<file path="src/rtl/jtag_boot_pkg.sv">
// Shared types for the JTAG boot master: opcodes, FSM states, default shift width.
// Latency: n/a (types and constants only).
// Backpressure: n/a.
package jtag_boot_pkg;

   localparam int MAX_LEN_DEFAULT = 64;

   // TCK periods spent in each fixed phase of a TAP reset
   localparam logic [6:0] TRST_PERIODS     = 7'd4;
   localparam logic [6:0] TLR_TMS1_PERIODS = 7'd5;

   typedef enum logic [1:0] {
      OP_TAP_RESET = 2'd0,
      OP_SHIFT_IR  = 2'd1,
      OP_SHIFT_DR  = 2'd2,
      OP_RUN_IDLE  = 2'd3
   } op_e;

   typedef enum logic [2:0] {
      ST_IDLE     = 3'd0,
      ST_TRST     = 3'd1,
      ST_TLR      = 3'd2,
      ST_WALK_IN  = 3'd3,
      ST_SHIFT    = 3'd4,
      ST_WALK_OUT = 3'd5,
      ST_RUN      = 3'd6,
      ST_DONE     = 3'd7
   } state_e;

   // Run-Test/Idle -> Shift-IR is 1,1,0,0; Run-Test/Idle -> Shift-DR is 1,0,0
   function automatic logic [6:0] walk_len(input op_e op);
      return (op == OP_SHIFT_IR) ? 7'd4 : 7'd3;
   endfunction

   function automatic logic walk_tms(input op_e op, input logic [6:0] idx);
      return (op == OP_SHIFT_IR) ? (idx < 7'd2) : (idx < 7'd1);
   endfunction

endpackage

</file>
<file path="src/rtl/jtag_boot_master_tck_gen.sv">
// TCK divider: CLK_DIV s_clk cycles per half-period, TCK parked low while disabled.
// Latency: first rise CLK_DIV cycles after enable; strobes are combinational, one cycle wide.
// Backpressure: none; runs freely whenever en is high.
module jtag_tck_gen #(
   parameter int CLK_DIV = 4
) (
   input  logic s_clk,
   input  logic s_rst_n,
   input  logic en,
   output logic tck,
   output logic rise_stb,
   output logic fall_stb
);

   localparam logic [7:0] DIV_LAST = 8'(CLK_DIV - 1);

   logic [7:0] div_q, div_d;
   logic       tck_q, tck_d;
   logic       half_done;

   assign half_done = en && (div_q == DIV_LAST);
   assign rise_stb  = half_done && !tck_q;
   assign fall_stb  = half_done && tck_q;
   assign tck       = tck_q;

   // Divider count and TCK toggle; disabling clears both so every command starts from phase 0
   always_comb begin
      div_d = div_q;
      tck_d = tck_q;
      if (!en) begin
         div_d = 8'd0;
         tck_d = 1'b0;
      end else if (half_done) begin
         div_d = 8'd0;
         tck_d = !tck_q;
      end else begin
         div_d = div_q + 8'd1;
      end
   end

   // Divider state registers
   always_ff @(posedge s_clk or negedge s_rst_n) begin
      if (!s_rst_n) begin
         div_q <= 8'd0;
         tck_q <= 1'b0;
      end else begin
         div_q <= div_d;
         tck_q <= tck_d;
      end
   end

endmodule

</file>
<file path="src/rtl/jtag_boot_master.sv">
// Command-driven JTAG master: TAP reset, IR/DR shifts and idle clocking toward pulpino_top.
// Latency: busy one cycle after accept; response (2*CLK_DIV * TCK periods) + 1 cycles later.
// Backpressure: cmd_ready_o low while busy; requests during that time are dropped, not queued.
module jtag_boot_master
   import jtag_boot_pkg::*;
#(
   parameter int CLK_DIV = 4,
   parameter int MAX_LEN = MAX_LEN_DEFAULT
) (
   input  logic               s_clk,
   input  logic               s_rst_n,
   input  logic               cmd_valid_i,
   output logic               cmd_ready_o,
   input  logic [1:0]         cmd_op_i,
   input  logic [6:0]         cmd_len_i,
   input  logic [MAX_LEN-1:0] cmd_data_i,
   output logic               rsp_valid_o,
   output logic               rsp_err_o,
   output logic [MAX_LEN-1:0] rsp_data_o,
   output logic               busy_o,
   output logic               tck_o,
   output logic               trstn_o,
   output logic               tms_o,
   output logic               tdi_o,
   input  logic               tdo_i
);

   localparam logic [7:0] MAX_LEN_8 = 8'(MAX_LEN);
   localparam logic [6:0] MAX_LEN_7 = 7'(MAX_LEN);

   state_e             state_q, state_d;
   op_e                op_q, op_d;
   logic [6:0]         len_q, len_d;
   logic [6:0]         cnt_q, cnt_d;
   logic [MAX_LEN-1:0] data_q, data_d;
   logic [MAX_LEN-1:0] cap_q, cap_d;
   logic [MAX_LEN-1:0] rsp_data_q, rsp_data_d;
   logic               rsp_err_q, rsp_err_d;
   logic               tms_q, tms_d;
   logic               tdi_q, tdi_d;
   logic               trstn_q, trstn_d;
   logic               rise_stb, fall_stb;
   logic               last_bit, len_bad;

   assign busy_o      = (state_q != ST_IDLE);
   assign cmd_ready_o = !busy_o;
   assign rsp_valid_o = (state_q == ST_DONE);
   assign rsp_err_o   = rsp_err_q;
   assign rsp_data_o  = rsp_data_q;
   assign tms_o       = tms_q;
   assign tdi_o       = tdi_q;
   assign trstn_o     = trstn_q;
   assign last_bit    = (cnt_q == len_q - 7'd1);
   assign len_bad     = (cmd_len_i == 7'd0) || ({1'b0, cmd_len_i} > MAX_LEN_8);

   jtag_tck_gen #(.CLK_DIV(CLK_DIV)) u_tck_gen (
      .s_clk    (s_clk),
      .s_rst_n  (s_rst_n),
      .en       (busy_o),
      .tck      (tck_o),
      .rise_stb (rise_stb),
      .fall_stb (fall_stb)
   );

   // Sequencer: pins change only at TCK falls (or at accept), TDO is captured at TCK rises
   always_comb begin
      state_d    = state_q;
      op_d       = op_q;
      len_d      = len_q;
      cnt_d      = cnt_q;
      data_d     = data_q;
      cap_d      = cap_q;
      rsp_data_d = rsp_data_q;
      rsp_err_d  = rsp_err_q;
      tms_d      = tms_q;
      tdi_d      = tdi_q;
      trstn_d    = trstn_q;
      case (state_q)
         ST_IDLE: if (cmd_valid_i) begin
            op_d   = op_e'(cmd_op_i);
            len_d  = cmd_len_i;
            data_d = cmd_data_i;
            cnt_d  = 7'd0;
            cap_d  = '0;
            tdi_d  = 1'b0;
            case (op_e'(cmd_op_i))
               OP_TAP_RESET: begin
                  state_d = ST_TRST;
                  trstn_d = 1'b0;
                  tms_d   = 1'b1;
               end
               OP_SHIFT_IR, OP_SHIFT_DR: begin
                  if (len_bad) begin
                     state_d    = ST_DONE;
                     rsp_err_d  = 1'b1;
                     rsp_data_d = '0;
                  end else begin
                     state_d = ST_WALK_IN;
                     tms_d   = 1'b1;
                  end
               end
               default: begin
                  if (cmd_len_i == 7'd0) begin
                     state_d    = ST_DONE;
                     rsp_err_d  = 1'b0;
                     rsp_data_d = '0;
                  end else begin
                     state_d = ST_RUN;
                     tms_d   = 1'b0;
                  end
               end
            endcase
         end
         ST_TRST: if (fall_stb) begin
            if (cnt_q == TRST_PERIODS - 7'd1) begin
               state_d = ST_TLR;
               cnt_d   = 7'd0;
               trstn_d = 1'b1;
               tms_d   = 1'b1;
            end else begin
               cnt_d = cnt_q + 7'd1;
            end
         end
         // Five TMS=1 periods, then one TMS=0 period to park in Run-Test/Idle
         ST_TLR: if (fall_stb) begin
            if (cnt_q == TLR_TMS1_PERIODS) begin
               state_d    = ST_DONE;
               rsp_err_d  = 1'b0;
               rsp_data_d = '0;
            end else begin
               cnt_d = cnt_q + 7'd1;
               tms_d = (cnt_q + 7'd1 < TLR_TMS1_PERIODS);
            end
         end
         ST_WALK_IN: if (fall_stb) begin
            if (cnt_q == walk_len(op_q) - 7'd1) begin
               state_d = ST_SHIFT;
               cnt_d   = 7'd0;
               tms_d   = (len_q == 7'd1);
               tdi_d   = data_q[0];
            end else begin
               cnt_d = cnt_q + 7'd1;
               tms_d = walk_tms(op_q, cnt_q + 7'd1);
            end
         end
         // TDO enters at the top; after len bits the result is right-aligned at completion
         ST_SHIFT: begin
            if (rise_stb) begin
               cap_d = {tdo_i, cap_q[MAX_LEN-1:1]};
            end
            if (fall_stb) begin
               if (last_bit) begin
                  state_d = ST_WALK_OUT;
                  cnt_d   = 7'd0;
                  tms_d   = 1'b1;
                  tdi_d   = 1'b0;
               end else begin
                  cnt_d  = cnt_q + 7'd1;
                  data_d = data_q >> 1;
                  tdi_d  = data_q[1];
                  tms_d  = (cnt_q + 7'd2 == len_q);
               end
            end
         end
         ST_WALK_OUT: if (fall_stb) begin
            if (cnt_q == 7'd0) begin
               cnt_d = 7'd1;
               tms_d = 1'b0;
            end else begin
               state_d    = ST_DONE;
               rsp_err_d  = 1'b0;
               rsp_data_d = cap_q >> (MAX_LEN_7 - len_q);
            end
         end
         ST_RUN: if (fall_stb) begin
            if (last_bit) begin
               state_d    = ST_DONE;
               rsp_err_d  = 1'b0;
               rsp_data_d = '0;
            end else begin
               cnt_d = cnt_q + 7'd1;
            end
         end
         default: state_d = ST_IDLE;
      endcase
   end

   // State registers; reset drops any command in flight and leaves TRSTn asserted
   always_ff @(posedge s_clk or negedge s_rst_n) begin
      if (!s_rst_n) begin
         state_q    <= ST_IDLE;
         op_q       <= OP_TAP_RESET;
         len_q      <= 7'd0;
         cnt_q      <= 7'd0;
         data_q     <= '0;
         cap_q      <= '0;
         rsp_data_q <= '0;
         rsp_err_q  <= 1'b0;
         tms_q      <= 1'b1;
         tdi_q      <= 1'b0;
         trstn_q    <= 1'b0;
      end else begin
         state_q    <= state_d;
         op_q       <= op_d;
         len_q      <= len_d;
         cnt_q      <= cnt_d;
         data_q     <= data_d;
         cap_q      <= cap_d;
         rsp_data_q <= rsp_data_d;
         rsp_err_q  <= rsp_err_d;
         tms_q      <= tms_d;
         tdi_q      <= tdi_d;
         trstn_q    <= trstn_d;
      end
   end

endmodule
</file>
<file path="config.mk">
export PLATFORM = sky130hd
export DESIGN_NAME = jtag_boot_master
export DESIGN_NICKNAME = d
export VERILOG_FILES = /design/src/rtl/jtag_boot_pkg.sv /design/src/rtl/jtag_boot_master_tck_gen.sv /design/src/rtl/jtag_boot_master.sv
export SDC_FILE = /design/constraint.sdc
export NUM_CORES = 1
export LEC_CHECK = 0
export CAP_MARGIN = 15
export CORE_MARGIN = 3
export CORE_UTILIZATION = 34
export CTS_CLUSTER_SIZE = 14
export DETAILED_ROUTE_END_ITERATION = 10
export GPL_TIMING_DRIVEN = 0
export SLEW_MARGIN = 20
export SYNTH_ARGS = -nofsm -noshare
export SYNTH_HDL_FRONTEND = slang
export SYNTH_SLANG_ARGS = --single-unit
</file>
<file path="constraint.sdc">
create_clock -name s_clk -period 7.26 [get_ports s_clk]
set_input_delay 1.452 -clock s_clk [delete_from_list [all_inputs] [get_ports s_clk]]
set_output_delay 1.452 -clock s_clk [all_outputs]
set_load 0.02 [all_outputs]
</file>
==> key figures <==
Status
  • Run status: finished, final reports clean

Floorplan
  • Horizontal extent of the die: between 200 and 250 um
  • Initial cell density of the core: 34.5%
  • Cell row count: 74
  • Core outline area: roughly 0.041 mm2
  • Die Area: 0.0440 mm2
  • Total I/O pin count: 149
  • Die height: 210 um

STA
  • Worst Clk Skew: 35.6 ps
  • Final-report hold violation count: 0
  • Endpoints failing setup: 0
  • Normalized max-slew margin: between 30 and 40%
  • Peak clock frequency supported by timing: approximately 190 MHz
  • Transition time at the pin with the least slew margin: 1010 ps
  • Final critical-path share of the clock period: 74.2%
  • Worst hold-check slack: ~470 ps
  • Final min period: 5390 ps
  • Setup repair after global routing missed its margin: no
  • Final Slew Violations: 0

Power and ir drop
  • Maximum ir drop on the vdd rail: 193 uV
  • Cell Pwr Density: 411 mW/mm2
  • Reported leakage power: 7.43 nW

Synthesis
  • Net count after synthesis: 1,587
  • Top cells by area in the synthesized netlist: dfrtp_1, mux4_2, mux2i_1, nand2_1, o21ai_0
  • Sequential share of the synthesized area: between 30% and 40%
  • Leading area contributor after synthesis: dfrtp_1
  • Yosys reg bits: between 200 and 250
  • Number of distinct library cell variants in the gate-level netlist after synthesis: roughly 70
  • Share of Yosys cell area claimed by the top area cell type: 39.5%
  • Total standard cell area after synthesis: 0.0141 mm2
  • Async set or reset register ratio after synthesis: 100%
  • Post-Syn Area per Cell: between 9 and 10 um2
  • Ys Warns: 0
  • Cell count after synthesis: 1,499
  • Count of flip-flops with a built-in enable after synthesis: 0
  • Most instantiated flip-flop cell in the synthesis netlist: dfrtp_1

Global routing
  • Number of global-route vias before repair: around 12k
  • Met1 Use GR: 30.1%
  • Met3 routing resource usage after global routing: 3.63%
  • Maximum number of pins on one net before global-route repair: 94
  • Global-route track usage on met2: 34.3%
  • Wire length of the first global-routing pass: 75,600 um
  • Grt peak-use layer: met2
  • Initial antenna violation count: 0
  • Total global routing overflow: 0
  • Total global routing track utilization: approximately 22%

Worst setup path
  • Worst-path fanout max: 11
  • Worst path arrival time: ~5800 ps
  • Ordered list of cells on the worst path: buf_6 -> inv_2 -> buf_2 -> clkbuf_1 -> ha_1 -> xor2_1 -> buf_2 -> buf_2 -> mux4_2 -> mux2i_1 -> mux2i_1 -> mux2i_1 -> nand2_1 -> a32o_1
  • Setup crit end kind: register
  • Critical path startpoint category: register
  • Startpoint-to-endpoint class of the critical path: reg2reg
  • Worst-case reg-to-reg path depth: 14
  • Worst path required time: 7710 ps
  • Slowest stage delay, CP: between 600 and 700 ps
  • CP max stage cell: clkbuf_1

Drt
  • Antenna-violating nets left: 0
  • Total number of vias: between 10k and 15k
  • Iteration-0 DRC Markers: 1,128
  • Total Wirelength: 48,400 um
  • DRC violation count after routing: 0
  • Number of detailed-route iterations in the first pass: 6
  • Post-DR wirelength/cell: about 22 um
  • Routed vias/inst: approximately 5.7

Final layout
  • Non-filler cells in the finished layout: 2,233
  • Leading cell types in the layout, fill and taps excluded: nand2_1, dfrtp_1, o21ai_0
  • Commonest non-fill, non-tap cell in the layout: nand2_1
  • Area growth from synthesis to final layout: 22.1%
  • ANT cells: 0
  • Share of post-route cells with drive strength above 1: 9.94%
  • Nets: 1,767

Worst hold path
  • Type of the worst min-delay path: reg2reg
  • Number of stages on the worst hold path: 2

Clocking
  • Number of sinks handled by clock tree synthesis: 224
  • Number of gates resized after cts: 0
  • Post-CTS setup-driven buffer insertion count: 0
  • H-Tree Level Count: 1
  • Clock edge transition at the registers on the reported setup and hold paths: 60 ps
  • Number of buffers on the longest clock path: 3
  • CTS tree: done
  • Clock network latency to the later pin of the worst-skew pair: 570 ps
  • Total CTS buffers: 28
  • Clock root cell: clkbuf_16
  • Number of hold buffers added after CTS: 0

Place
  • DP HPWL: approximately 37,000 um
  • Placed Cells incl. Taps: 2,181
  • Routability congestion estimate: 0.962
  • Port-buffer cells: roughly 150

Flow run
  • Max cap viols: 0
-- area by class of cell --
class,count,area [um2]
buffer,123,515
clock buffer,44,852
clock inverter,8,56.3
fill,4064,23700
inverter,10,37.5
multi-input combinational,1142,7960
sequential,224,5610
tap,532,666
timing repair buffer,150,1540
-- stage by stage --
| stage | power (mW) | util, % | setup WS, ps | TNS, ps | instance area [um2] |
|---|---|---|---|---|---|
| CTS | 7.07 | 42.1 | 1920 | 0 | 17200 |
| detailed placement | 5.68 | 39.9 | 1930 | 0 | 16300 |
| global route | 7.51 | 42.1 | 1590 | 0 | 17200 |
| floorplan | 4.40 | - | 3220 | 0 | 14100 |
| finish | 7.08 | 42.1 | 1870 | 0 | 17200 |
| global placement | 5.65 | 39.8 | -5000 | -1108270 | 16300 |
-- critical path: cells and delay by family (launching register included) --
kind / cells / cell delay, ps
DFF: 1 / 390
and+or+nand+nor: 1 / 100
xor gates and xnor gates: 1 / 490
muxes: 4 / 1460
buffers and inverters: 6 / 2150
AOI/OAI and AO/OA: 1 / 270
adders and majority gates: 1 / 410
-- cell families after synthesis --
kind of cell               synth area share, %
muxes                                     21.8
and+or+nand+nor                           16.3
DFF                                       39.7
AOI/OAI and AO/OA                         15.3
xor gates and xnor gates                  1.92
adders and majority gates                0.975
buffers and inverters                     3.92
-- power breakdown --
| part | internal [mW] | leakage [nW] | switching, mW |
|---|---|---|---|
| Clock | 0.805 | 0.442 | 0.555 |
| Combinational | 1.39 | 3.99 | 2.61 |
| Sequential | 1.53 | 3.00 | 0.191 |
-- worst paths after layout --
kind                                               to                  startpoint  slack, ps
setup / recovery            rsp_data_o[3]$_DFFE_PN0P_        len_q[0]$_DFFE_PN0P_       1870
hold / removal             rsp_data_o[48]$_DFFE_PN0P_  rsp_data_o[48]$_DFFE_PN0P_        470
setup reg to reg            rsp_data_o[3]$_DFFE_PN0P_        len_q[0]$_DFFE_PN0P_       1870
hold reg to reg            rsp_data_o[48]$_DFFE_PN0P_  rsp_data_o[48]$_DFFE_PN0P_        470
max in group asynchronous      data_q[58]$_DFFE_PN0P_                     s_rst_n       5570
min in group asynchronous  rsp_data_o[35]$_DFFE_PN0P_                     s_rst_n        810
-- registers in the layout (all words and copies together) (netlist names) --
signal and flops:
u_tck_gen.div_q 8, tdi_o 1, op_q 2, state_q 3, u_tck_gen.tck 1, data_q 64, rsp_data_o 64, len_q 7
cap_q 64, trstn_o 1, cnt_q 7, rsp_err_o 1, tms_o 1
-- synthesized netlist by cell type, types with 4 or more instances --
cell type and n:
mux4_2 66, and2_1 4, nor2b_1 6, nand2b_1 9, a221o_1 4, nor4_1 5, xnor2_1 11, a22oi_1 10
mux2_2 13, nand2_1 357, ha_1 11, dfrtp_1 223, nand4_1 6, and3_1 18, a31oi_1 17, a22o_1 7
nor2_1 47, a211oi_1 8, o211ai_1 9, a32o_1 10, o21ai_0 173, mux2i_1 145, a32oi_1 12, nand3_1 37
xor2_1 20, o2bb2ai_1 5, clkbuf_1 82, or3_1 4, buf_2 28, o31ai_1 27, o21a_1 4, a21oi_1 25
buf_1 10, nor3_1 17, inv_1 8
-- metal layers --
layer  share of wire [%]  vias up
met5                   0        -
met4                 3.6        0
met3                 7.1      104
met2                  46      521
met1                  44     6221
li1                    -     5815
(Power assumes the default switching activity.)
